==> config.mk <==
export PLATFORM = sky130hd
export DESIGN_NAME = line_fill_engine
export DESIGN_NICKNAME = d
export VERILOG_FILES = /design/src/rtl/line_fill_engine.sv
export SDC_FILE = /design/constraint.sdc
export NUM_CORES = 2
export LEC_CHECK = 0
export BUFFER_PORTS_ARGS = -buffer_cell sky130_fd_sc_hd__buf_4
export CAP_MARGIN = 20
export CORE_AREA = 4 4 536 538
export CTS_CLUSTER_SIZE = 40
export DETAILED_ROUTE_END_ITERATION = 7
export DIE_AREA = 0 0 540 542
export HOLD_SLACK_MARGIN = 0.15
export SLEW_MARGIN = 20
export SYNTH_ARGS = -nofsm -noshare
export SYNTH_HDL_FRONTEND = slang
export SYNTH_SLANG_ARGS = --single-unit
==> constraint.sdc <==
create_clock -name clk -period 6.2 [get_ports clk]
set_input_delay 1.55 -clock clk [delete_from_list [all_inputs] [get_ports clk]]
set_output_delay 1.55 -clock clk [all_outputs]
set_load 0.05 [all_outputs]
==> src/rtl/line_fill_engine.sv <==
// line_fill_engine: single-outstanding bus engine for L1 line fills and
// dirty-line writebacks; assembles fill beats into a line pulse.
`ifndef MEM_READ
`define MEM_READ 13'h1
`endif
`ifndef MEM_WRITE
`define MEM_WRITE 13'h2
`endif

module line_fill_engine #(
    parameter int BUS_DATA_WIDTH = 64,
    parameter int BUS_TAG_WIDTH = 13,
    parameter int ADDRESS_SIZE = 64,
    parameter int BEATS = 8,
    parameter logic [BUS_TAG_WIDTH-1:0] READ_TAG = `MEM_READ,
    parameter logic [BUS_TAG_WIDTH-1:0] WRITE_TAG = `MEM_WRITE
) (
    input  logic                            clk,
    input  logic                            reset,
    input  logic                            fill_req,
    input  logic [ADDRESS_SIZE-1:0]         fill_addr,
    output logic                            fill_ready,
    output logic                            line_valid,
    output logic [ADDRESS_SIZE-1:0]         line_addr,
    output logic [BEATS*BUS_DATA_WIDTH-1:0] line_data,
    input  logic                            wb_req,
    input  logic [ADDRESS_SIZE-1:0]         wb_addr,
    input  logic [BEATS*BUS_DATA_WIDTH-1:0] wb_data,
    output logic                            wb_ready,
    output logic                            wb_done,
    output logic                            bus_reqcyc,
    input  logic                            bus_reqack,
    output logic [BUS_DATA_WIDTH-1:0]       bus_req,
    output logic [BUS_TAG_WIDTH-1:0]        bus_reqtag,
    input  logic                            bus_respcyc,
    output logic                            bus_respack,
    input  logic [BUS_DATA_WIDTH-1:0]       bus_resp,
    input  logic [BUS_TAG_WIDTH-1:0]        bus_resptag
);

    localparam int CW = $clog2(BEATS);
    localparam int CNT_W = CW + 1;
    localparam logic [ADDRESS_SIZE-1:0] LMASK = ADDRESS_SIZE'(BEATS * 8 - 1);

    typedef enum logic [2:0] {
        IDLE,
        WB_ADDR,
        WB_DATA,
        RD_REQ,
        RD_RESP
    } state_t;

    state_t                    state_q;
    state_t                    state_d;
    logic [CNT_W-1:0]          cnt_q;
    logic [ADDRESS_SIZE-1:0]   addr_q;
    logic [BUS_DATA_WIDTH-1:0] wb_q   [BEATS];
    logic [BUS_DATA_WIDTH-1:0] fill_q [BEATS];

    logic [ADDRESS_SIZE-1:0] aligned;
    logic [CW-1:0]           slot;
    logic                    resp_hit;
    logic                    last_beat;

    assign aligned    = addr_q & ~LMASK;
    assign slot       = cnt_q[CW-1:0];
    assign resp_hit   = bus_respcyc && (bus_resptag == READ_TAG);
    assign last_beat  = (cnt_q == CNT_W'(BEATS - 1));
    assign fill_ready = (state_q == IDLE);
    assign wb_ready   = (state_q == IDLE);

    always_ff @(posedge clk or negedge reset) begin
        if (!reset) begin
            state_q <= IDLE;
        end else begin
            state_q <= state_d;
        end
    end

    // Request side is combinational from state so reqcyc rises the cycle after acceptance.
    always_comb begin
        state_d    = state_q;
        bus_reqcyc = 1'b0;
        bus_req    = '0;
        bus_reqtag = '0;
        unique case (state_q)
            IDLE: begin
                if (wb_req) begin
                    state_d = WB_ADDR;
                end else if (fill_req) begin
                    state_d = RD_REQ;
                end
            end
            WB_ADDR: begin
                bus_reqcyc = 1'b1;
                bus_req    = BUS_DATA_WIDTH'(aligned);
                bus_reqtag = WRITE_TAG;
                if (bus_reqack) state_d = WB_DATA;
            end
            WB_DATA: begin
                bus_reqcyc = 1'b1;
                bus_req    = wb_q[slot];
                bus_reqtag = WRITE_TAG;
                if (bus_reqack && last_beat) state_d = IDLE;
            end
            RD_REQ: begin
                bus_reqcyc = 1'b1;
                bus_req    = BUS_DATA_WIDTH'(aligned);
                bus_reqtag = READ_TAG;
                if (bus_reqack) state_d = RD_RESP;
            end
            RD_RESP: begin
                if (resp_hit && last_beat) state_d = IDLE;
            end
            default: state_d = IDLE;
        endcase
    end

    always_ff @(posedge clk or negedge reset) begin
        if (!reset) begin
            cnt_q       <= '0;
            addr_q      <= '0;
            bus_respack <= 1'b0;
            line_valid  <= 1'b0;
            wb_done     <= 1'b0;
            line_addr   <= '0;
            line_data   <= '0;
            for (int k = 0; k < BEATS; k++) begin
                wb_q[k]   <= '0;
                fill_q[k] <= '0;
            end
        end else begin
            bus_respack <= bus_respcyc;
            line_valid  <= 1'b0;
            wb_done     <= 1'b0;
            unique case (state_q)
                IDLE: begin
                    if (wb_req) begin
                        addr_q <= wb_addr;
                        for (int k = 0; k < BEATS; k++) begin
                            wb_q[k] <= wb_data[k*BUS_DATA_WIDTH +: BUS_DATA_WIDTH];
                        end
                    end else if (fill_req) begin
                        addr_q <= fill_addr;
                    end
                end
                WB_ADDR: begin
                    if (bus_reqack) cnt_q <= '0;
                end
                WB_DATA: begin
                    if (bus_reqack) begin
                        cnt_q <= cnt_q + 1'b1;
                        if (last_beat) wb_done <= 1'b1;
                    end
                end
                RD_REQ: begin
                    if (bus_reqack) cnt_q <= '0;
                end
                RD_RESP: begin
                    if (resp_hit) begin
                        fill_q[slot] <= bus_resp;
                        cnt_q        <= cnt_q + 1'b1;
                        // The final beat bypasses the buffer straight into the line.
                        if (last_beat) begin
                            line_valid <= 1'b1;
                            line_addr  <= aligned;
                            for (int k = 0; k < BEATS; k++) begin
                                line_data[k*BUS_DATA_WIDTH +: BUS_DATA_WIDTH] <=
                                    (CW'(k) == slot) ? bus_resp : fill_q[k];
                            end
                        end
                    end
                end
                default: ;
            endcase
        end
    end

endmodule

==> run_results.csv <==
group,metric,value,unit
clock_tree,cts_made_buffers,190,
worst_setup_path,cp_data_arrival_time,4.19,ns
synth,yosysTopAreaCellShare,0.5928,
power_and_ir_drop,power.leakage,0.04391,µW
global_routing,antenna_found_initial,92,
synth,yosys_warnings,0,
floorplan,initial_core_util,0.2488,
clock_tree,cts_resized,0,
detailed_routing,drtIter0Drc,3259,
synth,yosysSeqAreaShare,0.5928,
power_and_ir_drop,powerDensity,409.3,nW/µm²
synth,synthTopCellsByCount,"dfrtp_1, mux2_2, mux2i_1, nand2_1, o21ai_0",
synth,synth_area,70160,µm²
worst_hold_path,min_to,"line_data[319]$_DFFE_PN0P_",
floorplan,die_w,540,µm
synth,yosysUniqueCellTypes,46,
placement,place_congestion,0.9164,
synth,syn_avg_cell_area,13.06,µm²
outcome,outcome,"complete, no violations",
timing,holdWs,0.4765,ns
detailed_routing,viasPerCell,4.696,
placement,port_buffers,1352,
timing,hold_viol,0,
clock_tree,clockBufferDepth,4,
worst_hold_path,hp-start,"line_data[319]$_DFFE_PN0P_",
global_routing,grt_overflow,0,
clock_tree,cts_tree,"done",
synth,synth_edf_count,0,
worst_setup_path,timing.rr.start,"cnt_q[2]$_DFFE_PN0P_",
detailed_routing,ant_nets,0,
clock_tree,postCtsSetupBuffers,0,
worst_hold_path,min_path_type,"reg -> reg",
placement,postPlaceCellArea,84720,µm²
final_layout,areaGrowthSynthToFinish,29.94,%
synth,synth-seq-cells,1662,
synth,syn_inst,5374,
floorplan,chipHeight,542,µm
worst_setup_path,crit_path_start_kind,"register",
clock_tree,root_buffer,"clkbuf_16",
timing,relSlewSlack,0.3267,
clock_tree,path_clk_slew,0.07,ns
timing,worst_pin_slew,1.010,ns
timing,period_minus_slack,5.742,ns
worst_setup_path,worstPathRequired,4.65,ns
timing,rsz0062_at_grt,"no",
floorplan,ios,1382,
worst_setup_path,crit_fanout,14,
synth,synth.most_common_cell,"dfrtp_1",
floorplan,rows,195,
final_layout,drive_above_1_share,0.4264,
clock_tree,cts_sinks,1662,
timing,finClkSkew,0.06238,ns
detailed_routing,wl_per_cell,27.13,µm
worst_setup_path,ff2ff_path_depth,5,
timing,tns,0,ns
worst_hold_path,min_path_cells,2,
global_routing,grt_pass1_vias,50864,
run,max_cap_viol_count,0,
timing,fin_crit_sh,0.9261,
clock_tree,clk_latency,0.85,ns
detailed_routing,vias,49479,
timing,maxSlewViolCount,0,
worst_setup_path,r2r_end,"fill_q[297]$_DFFE_PN0P_",
clock_tree,clock_tree.htree_level_count,4,
detailed_routing,dr.pass1.iters,5,
power_and_ir_drop,ir_drop,446.8,µV
placement,hpwlAfterDp,210600,µm
worst_setup_path,critical_path_class,"reg -> out",
power_and_ir_drop,fin_total_pwr,37310,µW
global_routing,grt_max_degree,229,
final_layout,design_area,91160,µm²
clock_tree,hold_buffers,0,
synth,synth_top_cell_by_area,"dfrtp_1",
synth,async_flop_share,1.000,
timing,setup_violations,0,
worst_setup_path,crit_path_end_kind,"primary output",
floorplan,core_area,282000,µm²
detailed_routing,wl,285900,µm
synth,ys_top_cells_by_area,"dfrtp_1, mux2_2, mux2i_1",
final_layout,nets,7337,
global_routing,grt_usage,0.1882,
detailed_routing,drc,0,
floorplan,die_area,292700,µm²
worst_setup_path,ff2ff_setup_slack,2.57,ns
timing,clock.fmax,0.1742,GHz
synth,yosys_most_used_dff,"dfrtp_1",
final_layout,final_util,0.3232,
global_routing,grt_pass1_wl,396900,µm
final_layout,fillers,28329,
report_power, final:
part           internal, µW  total, µW  switching (µW)
logic                  4490      11400            6930
registers             12800      14400            1630
clock network          6680      11500            4780
total                 24000      37300           13300
worst max-delay path, cell delays in order, from the launching register on:
cell	delay (ns)
dfrtp_1	0.88
nand2b_1	0.36
nor2_4	0.55
buf_4	0.32
a22oi_1	0.09
nand3_1	0.45
a22o_1	0.39
buf_4	0.27
metrics by stage:
step                      instances  worst slack (ns)
after floorplan                5390             1.934
after CTS                     10502            0.3437
after global routing          10520            0.3044
after global placement        10155             1.343
final                         10536            0.4581
after detailed placement      10159             1.322
kinds of logic (layout without fill, tap and decap cells):
logic type | after synthesis | after routing | synth area share
muxes | 1653 | 1653 | 0.2576
AOI/OAI and AO/OA | 902 | 902 | 0.07834
other | 1 | 51 | 0.00005345
DFF | 1662 | 1662 | 0.5928
adders and majority gates | 6 | 6 | 0.001070
xor gates and xnor gates | 1 | 1 | 0.0001249
buffers and inverters | 456 | 1825 | 0.02891
and+or+nand+nor | 693 | 693 | 0.04116
per-layer routing:
metal  up-vias  GRT usage  share of wire
met2      1774     0.3201           0.49
met1     25456     0.2180           0.38
li1      21668          -              -
met3       519    0.05124          0.072
met4        62    0.09369          0.056
met5         -          0         0.0014
final cells by class:
class	count	area, µm²	area share
Clock inverter	61	812.0	0.008907
Clock buffer	282	5540	0.06077
Timing Repair Buffer	1479	11660	0.1279
Sequential cell	1662	41590	0.4562
Multi-Input combinational cell	3272	26790	0.2938
Tap cell	3743	4683	0.05137
Inverter	3	11.26	0.0001235
Antenna cell	34	85.08	0.0009333
how the worst max path moves through the flow:
stage                        to                 start  depth (start not counted)  slack (ns)
global placement    bus_req[21]  cnt_q[2]$_DFFE_PN0P_                          7        1.34
detailed placement  bus_req[52]  cnt_q[2]$_DFFE_PN0P_                          7        1.32
global route        bus_req[33]  cnt_q[2]$_DFFE_PN0P_                          8        0.30
floorplan            bus_req[2]  cnt_q[2]$_DFFE_PN0P_                          7        1.93
CTS                 bus_req[33]  cnt_q[2]$_DFFE_PN0P_                          8        0.34
finish              bus_req[55]  cnt_q[2]$_DFFE_PN0P_                          7        0.46
state kept, by name, summed over array words and instances, names as in the netlist:
| name | flops |
|---|---|
| line_valid | 1 |
| cnt_q | 4 |
| line_data | 512 |
| wb_q | 512 |
| wb_done | 1 |
| state_q | 3 |
| fill_q | 512 |
| line_addr | 58 |
| bus_respack | 1 |
| addr_q | 58 |
cells in the final DEF, fill, tap and decap left out, types with 3 or more instances in the layout:
master	netlist	final
a31oi_1	8	8
and3b_4	0	3
conb_1	1	17
o21ai_1	80	80
mux2i_1	570	570
mux2_2	1025	1025
clkinv_8	0	4
ha_1	6	4
clkbuf_1	267	48
clkinv_16	0	4
nor2_4	0	7
nand4_1	25	25
nand2_4	0	6
o21ai_0	437	437
a221oi_1	39	39
a22oi_1	178	178
mux2_4	45	45
bufinv_16	0	11
inv_16	0	3
buf_12	0	42
clkinv_4	0	4
clkinv_2	0	26
nor2_1	73	66
buf_4	20	1434
a22o_1	96	96
a21oi_1	58	58
clkinvlp_4	0	6
dfrtp_1	1662	1662
diode_2	0	34
nand2_1	523	517
nand3_1	42	42
inv_6	0	3
clkbuf_8	0	44
mux2_1	13	13
clkbuf_16	0	190
Note: power is estimated with default switching activity, not from simulation.
